--- src/rtl/uart_rx_if.sv ---
// UART receiver handshake bundle: serial line in, byte stream out with
// valid/ready, plus the framing-error and overrun event pulses.
interface uart_rx_if;
    logic       rx;
    logic [7:0] data_out;
    logic       data_out_valid;
    logic       data_out_ready;
    logic       frame_err;
    logic       overrun;

    // Line driver / byte consumer side
    modport master (
        output rx,
        output data_out_ready,
        input  data_out,
        input  data_out_valid,
        input  frame_err,
        input  overrun
    );

    // Receiver side
    modport slave (
        input  rx,
        input  data_out_ready,
        output data_out,
        output data_out_valid,
        output frame_err,
        output overrun
    );
endinterface

--- src/rtl/uart_rx.sv ---
// 8N1 UART receiver with a one-entry valid/ready output register.
// Optional build macro: UART_RX_MAJORITY_EN (3-sample majority vote per bit).
module uart_rx #(
    parameter int unsigned MAIN_CLK = 12000000,
    parameter int unsigned BAUD     = 115200
) (
    input  logic       clk,
    input  logic       rst,
    uart_rx_if.slave   bus
);

    localparam int unsigned CPB = MAIN_CLK / BAUD;
    localparam int unsigned CW  = $clog2(CPB + 1);

`ifdef UART_RX_MAJORITY_EN
    // Decision lands one clock after mid-bit so the third vote is available.
    localparam logic [CW-1:0] START_LOAD = CW'(CPB / 2);
`else
    localparam logic [CW-1:0] START_LOAD = CW'(CPB / 2 - 1);
`endif
    localparam logic [CW-1:0] BIT_LOAD = CW'(CPB - 1);

    typedef enum logic [2:0] {
        ST_IDLE,
        ST_START,
        ST_DATA,
        ST_STOP,
        ST_BREAK
    } state_t;

    state_t          r_state;
    state_t          w_state_next;
    logic            r_rx_meta;
    logic            r_rx_sync;
    logic [CW-1:0]   r_clk_cnt;
    logic [2:0]      r_bit_cnt;
    logic [7:0]      r_shift;
    logic [7:0]      r_data_out;
    logic            r_valid;
    logic            r_frame_err;
    logic            r_overrun;
    logic            w_tick;
    logic            w_bit;

`ifdef UART_RX_MAJORITY_EN
    logic [1:0]      r_hist;

    // Majority of the current synchronized sample and the two before it
    always_comb begin
        w_bit = (r_rx_sync & r_hist[0]) | (r_rx_sync & r_hist[1]) | (r_hist[0] & r_hist[1]);
    end
`else
    // Single mid-bit sample
    always_comb begin
        w_bit = r_rx_sync;
    end
`endif

    assign bus.data_out       = r_data_out;
    assign bus.data_out_valid = r_valid;
    assign bus.frame_err      = r_frame_err;
    assign bus.overrun        = r_overrun;

    // Sample point reached when the bit-timing counter has run down
    always_comb begin
        w_tick = (r_clk_cnt == '0);
    end

    // FSM state register
    always_ff @(posedge clk) begin
        if (rst) begin
            r_state <= ST_IDLE;
        end else begin
            r_state <= w_state_next;
        end
    end

    // FSM next-state logic
    always_comb begin
        w_state_next = r_state;
        case (r_state)
            ST_IDLE:  if (!r_rx_sync) w_state_next = ST_START;
            ST_START: if (w_tick) w_state_next = w_bit ? ST_IDLE : ST_DATA;
            ST_DATA:  if (w_tick && (r_bit_cnt == 3'd7)) w_state_next = ST_STOP;
            ST_STOP:  if (w_tick) w_state_next = w_bit ? ST_IDLE : ST_BREAK;
            ST_BREAK: if (r_rx_sync) w_state_next = ST_IDLE;
            default:  w_state_next = ST_IDLE;
        endcase
    end

    // Synchronizer, bit timing, shift register and output register
    always_ff @(posedge clk) begin
        if (rst) begin
            r_rx_meta   <= 1'b1;
            r_rx_sync   <= 1'b1;
`ifdef UART_RX_MAJORITY_EN
            r_hist      <= '1;
`endif
            r_clk_cnt   <= '0;
            r_bit_cnt   <= '0;
            r_shift     <= '0;
            r_data_out  <= '0;
            r_valid     <= 1'b0;
            r_frame_err <= 1'b0;
            r_overrun   <= 1'b0;
        end else begin
            r_rx_meta   <= bus.rx;
            r_rx_sync   <= r_rx_meta;
`ifdef UART_RX_MAJORITY_EN
            r_hist      <= {r_hist[0], r_rx_sync};
`endif
            r_frame_err <= 1'b0;
            r_overrun   <= 1'b0;

            if (r_valid && bus.data_out_ready) begin
                r_valid <= 1'b0;
            end

            case (r_state)
                ST_IDLE: begin
                    r_bit_cnt <= '0;
                    r_clk_cnt <= START_LOAD;
                end
                ST_START: begin
                    r_clk_cnt <= w_tick ? BIT_LOAD : r_clk_cnt - CW'(1);
                end
                ST_DATA: begin
                    if (w_tick) begin
                        r_shift   <= {w_bit, r_shift[7:1]};
                        r_bit_cnt <= r_bit_cnt + 3'd1;
                        r_clk_cnt <= BIT_LOAD;
                    end else begin
                        r_clk_cnt <= r_clk_cnt - CW'(1);
                    end
                end
                ST_STOP: begin
                    if (w_tick) begin
                        r_clk_cnt <= '0;
                        if (w_bit) begin
                            if (!r_valid || bus.data_out_ready) begin
                                r_data_out <= r_shift;
                                r_valid    <= 1'b1;
                            end else begin
                                r_overrun  <= 1'b1;
                            end
                        end else begin
                            r_frame_err <= 1'b1;
                        end
                    end else begin
                        r_clk_cnt <= r_clk_cnt - CW'(1);
                    end
                end
                ST_BREAK: begin
                    r_clk_cnt <= '0;
                end
                default: begin
                    r_clk_cnt <= '0;
                end
            endcase
        end
    end

endmodule

--- src/flat_wrapper.sv ---
// flat-port wrapper written by rule: the top's interface ports become plain ports
module uart_rx_flat 
#(
    parameter int unsigned MAIN_CLK = 12000000,
    parameter int unsigned BAUD     = 115200
)
  (clk, rst, bus_rx, bus_data_out_ready, bus_data_out, bus_data_out_valid, bus_frame_err, bus_overrun);
  uart_rx_if bus_i ();
  input  logic clk;
  input  logic rst;
  input wire logic [$bits(bus_i.rx)-1:0] bus_rx;
  input wire logic [$bits(bus_i.data_out_ready)-1:0] bus_data_out_ready;
  output wire logic [$bits(bus_i.data_out)-1:0] bus_data_out;
  output wire logic [$bits(bus_i.data_out_valid)-1:0] bus_data_out_valid;
  output wire logic [$bits(bus_i.frame_err)-1:0] bus_frame_err;
  output wire logic [$bits(bus_i.overrun)-1:0] bus_overrun;
  assign bus_i.rx = bus_rx;
  assign bus_i.data_out_ready = bus_data_out_ready;
  assign bus_data_out = bus_i.data_out;
  assign bus_data_out_valid = bus_i.data_out_valid;
  assign bus_frame_err = bus_i.frame_err;
  assign bus_overrun = bus_i.overrun;
  uart_rx #(.MAIN_CLK(MAIN_CLK), .BAUD(BAUD)) u_core (.clk(clk), .rst(rst), .bus(bus_i));
endmodule
--- config.mk ---
export PLATFORM = sky130hd
export DESIGN_NAME = uart_rx_flat
export DESIGN_NICKNAME = d
export VERILOG_FILES = /design/src/rtl/uart_rx_if.sv /design/src/rtl/uart_rx.sv /design/src/flat_wrapper.sv
export SDC_FILE = /design/constraint.sdc
export NUM_CORES = 1
export LEC_CHECK = 0
export BUFFER_PORTS_ARGS = -buffer_cell sky130_fd_sc_hd__buf_2
export CORE_UTILIZATION = 40
export CTS_CLUSTER_SIZE = 16
export DETAILED_ROUTE_END_ITERATION = 10
export PLACE_DENSITY = 0.63
export SKIP_CTS_REPAIR_TIMING = 1
export SYNTH_ARGS = -nofsm -noshare
export SYNTH_HDL_FRONTEND = slang
export SYNTH_SLANG_ARGS = --single-unit
--- constraint.sdc ---
create_clock -name clk -period 1.85 [get_ports clk]
set_clock_uncertainty 0.1 [all_clocks]
set_input_delay 0.2775 -clock clk [delete_from_list [all_inputs] [get_ports clk]]
set_output_delay 0.2775 -clock clk [all_outputs]
set_load 0.02 [all_outputs]
-- Word-level counts from Yosys, hierarchy flattened
Cells that the tools add are included.
- flip-flop bits (word level): 34
- bits in latches: 0
- RAM bits: 0
- ROM bits: 0
- bits of input ports: 4
- output and inout bits: 11
- word-level logic and storage cells: 60
- memories: 0
- add/sub/neg operators: 2
- $mul: 0
- divide/modulo/power cells: 0
- magnitude comparators: 0
- equality and inequality tests: 11
- shift operators: 0
- muxes and demuxes: 20
- bitwise operators: 3
- reduce and logical (&&, ||, !) cells: 14
- operators by type and width (kind ; number):
    $mux W3 ; 7
    $pmux W7 S3 ; 1
    $pmux W3 S5 ; 1
    $mux W7 ; 2
    $ne A2 B1 Y1 const B ; 5
    $logic_not A7 Y1 ; 1
    $mux W1 ; 7
    $sub A7 B1 Y7 const B ; 1
    $eq A3 B2 Y1 const B ; 2
    $eq A3 B3 Y1 const B ; 2
    $pmux W3 S2 ; 1
    $reduce_and A5 Y1 ; 1
    $reduce_and A2 Y1 ; 2
    $reduce_and A4 Y1 ; 1
    $reduce_or A4 Y1 ; 1
    $add A3 B1 Y3 const B ; 1
    $eq A3 B1 Y1 const B ; 1
    $logic_not A3 Y1 ; 1
    $not A1 Y1 ; 3
    $reduce_or A3 Y1 ; 1
    $logic_and A1 B1 Y1 ; 2
    $mux W2 ; 1
    $ne A2 B2 Y1 const B ; 1
    $reduce_bool A2 Y1 ; 1
    other kinds (3) ; 3

-- Depth between registers and ports, before layout
Gate-level depths: netlist of the first run.
- depth after elaboration: 6
- depth in mapped cells: 7
- depth with buffers taken out: 6

-- Worst setup path before layout of the first run
OpenSTA, ideal clock, no wires.
- path kind: reg-to-reg
- from: reg u_core.r_clk_cnt[2]
- to: reg u_core.r_bit_cnt[0]
- setup time: 0.125 ns
- arrival: 1.613 ns
- data required time: 1.625 ns
- path slack: 0.012 ns
- cell stages (with the launch flop): 6
- buffers on the path: 1
- period minus slack after synthesis: 1.838 ns
- cell sequence: dfxtp_1 or4_4 or4_4 buf_6 nand4b_1 o31ai_2
- longest elaborated chain between the ends: 3
- ends and longest elaborated chain (what ; RTL line ; RTL):
    start, declared ; uart_rx.sv:35 ; logic [CW-1:0] r_clk_cnt;
    start signal, assigned ; uart_rx.sv:125 ; r_clk_cnt <= w_tick ? BIT_LOAD : r_clk_cnt - CW'(1);
    start signal, assigned ; uart_rx.sv:133 ; r_clk_cnt <= r_clk_cnt - CW'(1);
    start signal, assigned ; uart_rx.sv:150 ; r_clk_cnt <= r_clk_cnt - CW'(1);
    $logic_not A7 Y1 ; uart_rx.sv:66 ; w_tick = (r_clk_cnt == '0);
    $ne A2 B1 Y1 (no source line) ; - ;
    $reduce_and A2 Y1 (no source line) ; - ;
    end signal, assigned ; uart_rx.sv:130 ; r_bit_cnt <= r_bit_cnt + 3'd1;
    end, declared ; uart_rx.sv:36 ; logic [2:0] r_bit_cnt;
No other way between the ends.
A chain may end at the register's enable or synchronous reset.

-- Final worst setup path of the first run
Ends and elaborated chain as after synthesis.

==> impl_metrics.ini, run 1 <==
[timing]
fmax_ghz = 0.538
setup_viol = 1
worst_pin_slew_ns = 0.378
drv_slew = 0
finalCritPeriodShare_pct = 100
maxSlewHeadroom_pct = 74.8
fin_ws_ns = -0.00794
hold_viol_final = 0
period_minus_slack_ns = 1.86
rsz0062_at_grt = yes

[critical_path]
path_common_cell = or4_4
start_kind = flip-flop
critical_path_class = reg -> reg
path_cells = or4_4 -> or4_4 -> nand4b_1 -> o31ai_2
max_stage_delay_ns = 0.54
r2r_end = u_core.r_bit_cnt[0]
slowest_stage = or4_4
worstPathArrival_ns = 2.00
end_kind = flip-flop
worstPathRequired_ns = 1.99
reg2reg_slack_ns = -0.008
r2r_cells = 4
cp_max_fo = 11
r2r-start = u_core.r_clk_cnt[2]

[flow_run]
drv_cap = 0

[yosys]
ys_top_cells_by_area = dfxtp_1, mux2i_1, nand2b_1, nand3b_1, ha_1
synthFlopType = dfxtp_1
synth_edf_count = 0
ys_ff_latch = 34
seq_area_frac_synth_pct = 47.5
synth_common_cells = dfxtp_1, nand2b_1, nor2_1
synth_cell_types = 39
yosysMostFrequentCell = dfxtp_1
yosysTopAreaCell = dfxtp_1
synth-compound-area-share_pct = 12.7
synth_warnings = 0
synth-xor-area-share_pct = 1.83
synthSimpleGateAreaFrac_pct = 25.7
syn_inst = 149
synth_top_family_by_area = simple AND/OR/NAND/NOR gates
netlist.area_leader.share_pct = 47.5
synth.mux.area_fraction_pct = 5.58
ys_async_sr_fraction_pct = 0
syn_area_sq_um = 1430
synth_adder_area_share_pct = 3.49
synth_area_per_cell_sq_um = 9.62
synth_fp_nets = 157

[outcome]
status = complete, but fails checks
violations = setup timing

[pwr]
p_leak_nw = 0.734
peakVddDrop_v = 0.000376
power.density_nw_per_um2 = 766

[floorplanning]
die_area_sq_um = 3830
die_y_um = 61.9
io_pins = 15
fp.dieW_um = 61.9
core_sq_um = 3390
rows = 21
start_util_pct = 42.3

[grt]
antenna_found_initial = 0
grt_max_degree = 29
track_usage_pct = 16.3
grt_overflow = 0
grt_pass1_wl_mm = 4.42
grt_pass1_vias = 987

[clock_tree]
cts_max_path_buffers = 2
clk_pin_slew_worst_paths_ns = 0.11
clk-insertion-delay-late_ns = 0.34
cts_buffers = 5
htreeDepth = 2
cts_root_buf = clkbuf_4
cts_tree = built
cts_sinks = 34

[routing]
wire_per_inst_um = 12.8
ant_nets = 0
drc = 0
drt_iter0_drc = 75
via_per_inst = 5.10
dr.pass1.iters = 4
routed_wirelength_mm = 2.85
vias = 1137

[placement]
pre_cts_ws_ns = -0.00812
dp_hpwl_mm = 2.02
portBuffers = 14
dpl-instance-area_sq_um = 1620
place_congestion = 0.815

[layout]
area_growth_pct = 20.0
nets = 184
fin_area_sq_um = 1720
drive_above_1_share_pct = 28.2
antenna_cells = 0

[worst_hold_path]
min_path_type = in -> reg
worstHoldPathCells = 2
min_from = bus_rx
min_to = u_core.r_rx_meta
[cell families (layout without fill, tap and decap cells)]
logic type	count (synthesis)	after routing
simple gates	62	62
buf+inv	10	38
compound gates	28	28
xor+xnor	3	3
mux	8	8
flops	34	34
fa+ha+maj	4	4
[critical path, delay by kind of cell (launching register included)]
kind | cells | cell delay, ns
AND/OR/NAND/NOR | 3 | 1.23
flip-flops | 1 | 0.35
AO/OA/AOI/OAI | 1 | 0.08
[worst max path at each step]
stage / from / endpoint / slack, ns / cells past startpoint
5_1_grt: u_core.r_clk_cnt[2] / u_core.r_bit_cnt[0] / -0.04 / 4
4_1_cts: u_core.r_clk_cnt[2] / u_core.r_bit_cnt[0] / -0.03 / 4
3_5_place_dp: u_core.r_clk_cnt[2] / u_core.r_bit_cnt[0] / -0.008 / 4
6_report: u_core.r_clk_cnt[2] / u_core.r_bit_cnt[0] / -0.008 / 4
2_1_floorplan: u_core.r_clk_cnt[2] / u_core.r_bit_cnt[0] / 0.01 / 5
3_3_place_gp: u_core.r_clk_cnt[2] / u_core.r_bit_cnt[0] / 0.04 / 4
[layout make-up]
type	count	area (sq um)
clock buffers	6	51.3
clock inverters	2	12.5
multi-input cells	105	734
inverters	2	7.51
flip-flops and latches	34	682
repair buffers	28	175
well taps	46	57.6
fillers	313	1670
[placed cells by master (no fill, tap or decap), types with 5 or more instances in the layout]
cell | Yosys | routed
dfxtp_1 | 34 | 33
buf_2 | 1 | 14
buf_4 | 0 | 14
nand2b_1 | 12 | 12
nor2_1 | 12 | 12
o21ai_0 | 10 | 10
nand3b_1 | 8 | 8
nand2_1 | 8 | 8
mux2i_1 | 8 | 8
a21oi_1 | 7 | 7
clkbuf_4 | 0 | 5
[flip-flops by register name, indices dropped and copies added, names as in the netlist]
signal / cells
u_core.bus.data_out: 8
u_core.bus.data_out_valid: 1
u_core.bus.frame_err: 1
u_core.bus.overrun: 1
u_core.r_bit_cnt: 3
u_core.r_clk_cnt: 7
u_core.r_rx_meta: 1
u_core.r_rx_sync: 1
u_core.r_shift: 8
u_core.r_state: 3
[routing by layer]
| metal | track usage [%] | part of all wire [%] | up-vias |
|---|---|---|---|
| li1 | - | - | 583 |
| met1 | 22.2 | 51 | 529 |
| met2 | 22.9 | 43 | 17 |
| met3 | 6.21 | 3.4 | 8 |
| met4 | 7.30 | 2.0 | 0 |
| met5 | 0 | 0 | - |
[power by group]
part | switching, mW | leakage [nW] | total (mW) | internal [mW]
registers | 0.0125 | 0.276 | 0.756 | 0.744
logic | 0.0541 | 0.424 | 0.110 | 0.0557
clock network | 0.269 | 0.0343 | 0.451 | 0.183
total | 0.335 | 0.734 | 1.32 | 0.982
[per-stage QoR]
stage / hold WS, ns / power (mW) / utilization [%] / setup TNS (ns) / cells
6_report: 0.0133 / 1.32 / 50.8 / -0.00794 / 223
5_1_grt: 0.00499 / 1.37 / 50.8 / -0.106 / 223
4_1_cts: 0.00862 / 1.32 / 49.7 / -0.0370 / 222
2_1_floorplan: 0.281 / 0.836 / - / 0 / 149
3_5_place_dp: 0.304 / 0.873 / 47.8 / -0.00812 / 214
3_3_place_gp: 0.301 / 0.870 / 47.8 / 0 / 214
(Power assumes the default switching activity.)
==> inputs of run 2 (changes only) <==
--- a/config.mk
+++ b/config.mk
@@ -9,7 +9,7 @@
 export CORE_UTILIZATION = 40
 export CTS_CLUSTER_SIZE = 16
 export DETAILED_ROUTE_END_ITERATION = 10
-export PLACE_DENSITY = 0.63
+export PLACE_DENSITY = 0.61
 export SKIP_CTS_REPAIR_TIMING = 1
 export SYNTH_ARGS = -nofsm -noshare
 export SYNTH_HDL_FRONTEND = slang
==> constraint.sdc (replaced) <==
create_clock -name clk -period 1.75 [get_ports clk]
set_clock_uncertainty 0.1 [all_clocks]
set_input_delay 0.2625 -clock clk [delete_from_list [all_inputs] [get_ports clk]]
set_output_delay 0.2625 -clock clk [all_outputs]
set_load 0.02 [all_outputs]
==> impl_metrics.ini, run 2 (synthesis gave the netlist of run 1 again) <==
[routing]
routed_wirelength_mm = 3.08
dr.pass1.iters = 4
drt_iter0_drc = 23
drc = 0
vias = 1215
via_per_inst = 5.24
wire_per_inst_um = 13.3
ant_nets = 0

[floorplanning]
start_util_pct = 42.3
die_y_um = 61.9
core_sq_um = 3390
die_area_sq_um = 3830
io_pins = 15
rows = 21
fp.dieW_um = 61.9

[grt]
grt_overflow = 0
track_usage_pct = 17.1
grt_max_degree = 29
grt_pass1_wl_mm = 4.74
grt_pass1_vias = 1087
antenna_found_initial = 0

[layout]
drive_above_1_share_pct = 32.3
mostFrequentLayoutCells = dfxtp_1, buf_4, buf_2
area_growth_pct = 26.0
antenna_cells = 0
fin_area_sq_um = 1810
layout_commonest_cell = dfxtp_1
nets = 193

[placement]
pre_cts_ws_ns = -0.0729
portBuffers = 14
place_congestion = 0.800
dp_hpwl_mm = 2.04
dpl-instance-area_sq_um = 1670

[clock_tree]
cts_tree = built
cts_root_buf = clkbuf_4
cts_max_path_buffers = 2
clk-insertion-delay-late_ns = 0.33
cts_buffers = 5
clk_pin_slew_worst_paths_ns = 0.11
htreeDepth = 2
cts_sinks = 34

[timing]
fin_hold_ws_ns = 0.0148
maxSlewHeadroom_pct = 68.1
worst_pin_slew_ns = 0.477
hold_viol_final = 0
fmax_ghz = 0.560
drv_slew = 0
fin_ws_ns = -0.0346
rsz0062_at_grt = yes
period_minus_slack_ns = 1.78
setup_viol = 3
finalCritPeriodShare_pct = 102

[pwr]
peakVddDrop_v = 0.000315
power.density_nw_per_um2 = 779
intPower_mw = 1.05
switching_share_pct = 25.1
clkPwrFrac_pct = 33.2
p_seq_share_pct = 56.7
p_switching_mw = 0.353
p_comb_share_pct = 10.1
p_leak_nw = 0.779

[critical_path]
slowest_stage = or4_4
end_kind = flip-flop
cp_num_buf_inv = 0
worstPathRequired_ns = 1.88
cp_max_fo = 6
critPathTopFamily = simple AND/OR/NAND/NOR gates
crit_start = u_core.r_clk_cnt[2]
reg2reg_slack_ns = -0.03
r2r_end = u_core.r_bit_cnt[0]
r2r-start = u_core.r_clk_cnt[2]
path_common_cell = or4_4
critical_path_class = reg -> reg
max_stage_delay_ns = 0.55
r2r_cells = 4
path_cells = or4_4 -> or4_4 -> nand4b_1 -> o31ai_2
worstPathArrival_ns = 1.92
start_kind = flip-flop

[outcome]
violations = setup timing
status = complete, but fails checks

[worst_hold_path]
min_path_type = in -> reg
min_from = bus_rx
min_to = u_core.r_rx_meta
worstHoldPathCells = 2

[flow_run]
drv_cap = 0
==> run 2: layout make-up <==
class / count / area (sq um)
clock inverters: 2 / 12.5
flip-flops and latches: 34 / 682
multi-input cells: 106 / 757
inverters: 2 / 7.51
well taps: 46 / 57.6
fillers: 318 / 1580
clock buffers: 6 / 51.3
repair buffers: 36 / 239
==> run 2: layer usage <==
metal | track usage, % | up-vias | wire length, um
met2 | 27.8 | 25 | 1450
met1 | 21.0 | 575 | 1440
met4 | 7.62 | 0 | 48
met3 | 4.97 | 6 | 142
met5 | 0 | - | 0
li1 | - | 609 | -
==> run 2: power by group through the flow <==
stage / Clock, mW / Combinational, mW / Sequential [mW]
final: 0.467 / 0.142 / 0.798
after global routing: 0.518 / 0.155 / 0.801
after CTS: 0.476 / 0.123 / 0.797
after detailed placement: 0 / 0.121 / 0.815
after global placement: 0 / 0.119 / 0.814
after floorplan: 0 / 0.0709 / 0.812
==> run 2: through the flow <==
stage / std cells / power, mW / TNS [ns] / util, %
3_5_place_dp: 220 / 0.937 / -0.233 / 49.2
2_1_floorplan: 149 / 0.883 / -0.268 / -
5_1_grt: 232 / 1.47 / -0.446 / 53.3
4_1_cts: 228 / 1.40 / -0.457 / 51.1
6_report: 232 / 1.41 / -0.0462 / 53.3
3_3_place_gp: 220 / 0.933 / -0.102 / 49.2
==> run 2: worst max-delay path by stage <==
| stage | slack, ns | endpoint | cells past startpoint |
|---|---|---|---|
| after floorplan | -0.07 | u_core.r_bit_cnt[0] | 5 |
| after global placement | -0.04 | u_core.r_bit_cnt[0] | 4 |
| after detailed placement | -0.07 | u_core.r_bit_cnt[0] | 4 |
| after CTS | -0.1 | u_core.r_bit_cnt[0] | 4 |
| after global routing | -0.08 | u_core.r_bit_cnt[0] | 4 |
| final | -0.03 | u_core.r_bit_cnt[0] | 4 |
==> run 2: worst register-to-register path, cell delays in order, from the launching register on <==
cell,delay [ns]
dfxtp_2,0.34
or4_4,0.55
or4_4,0.49
nand4b_1,0.13
o31ai_2,0.07
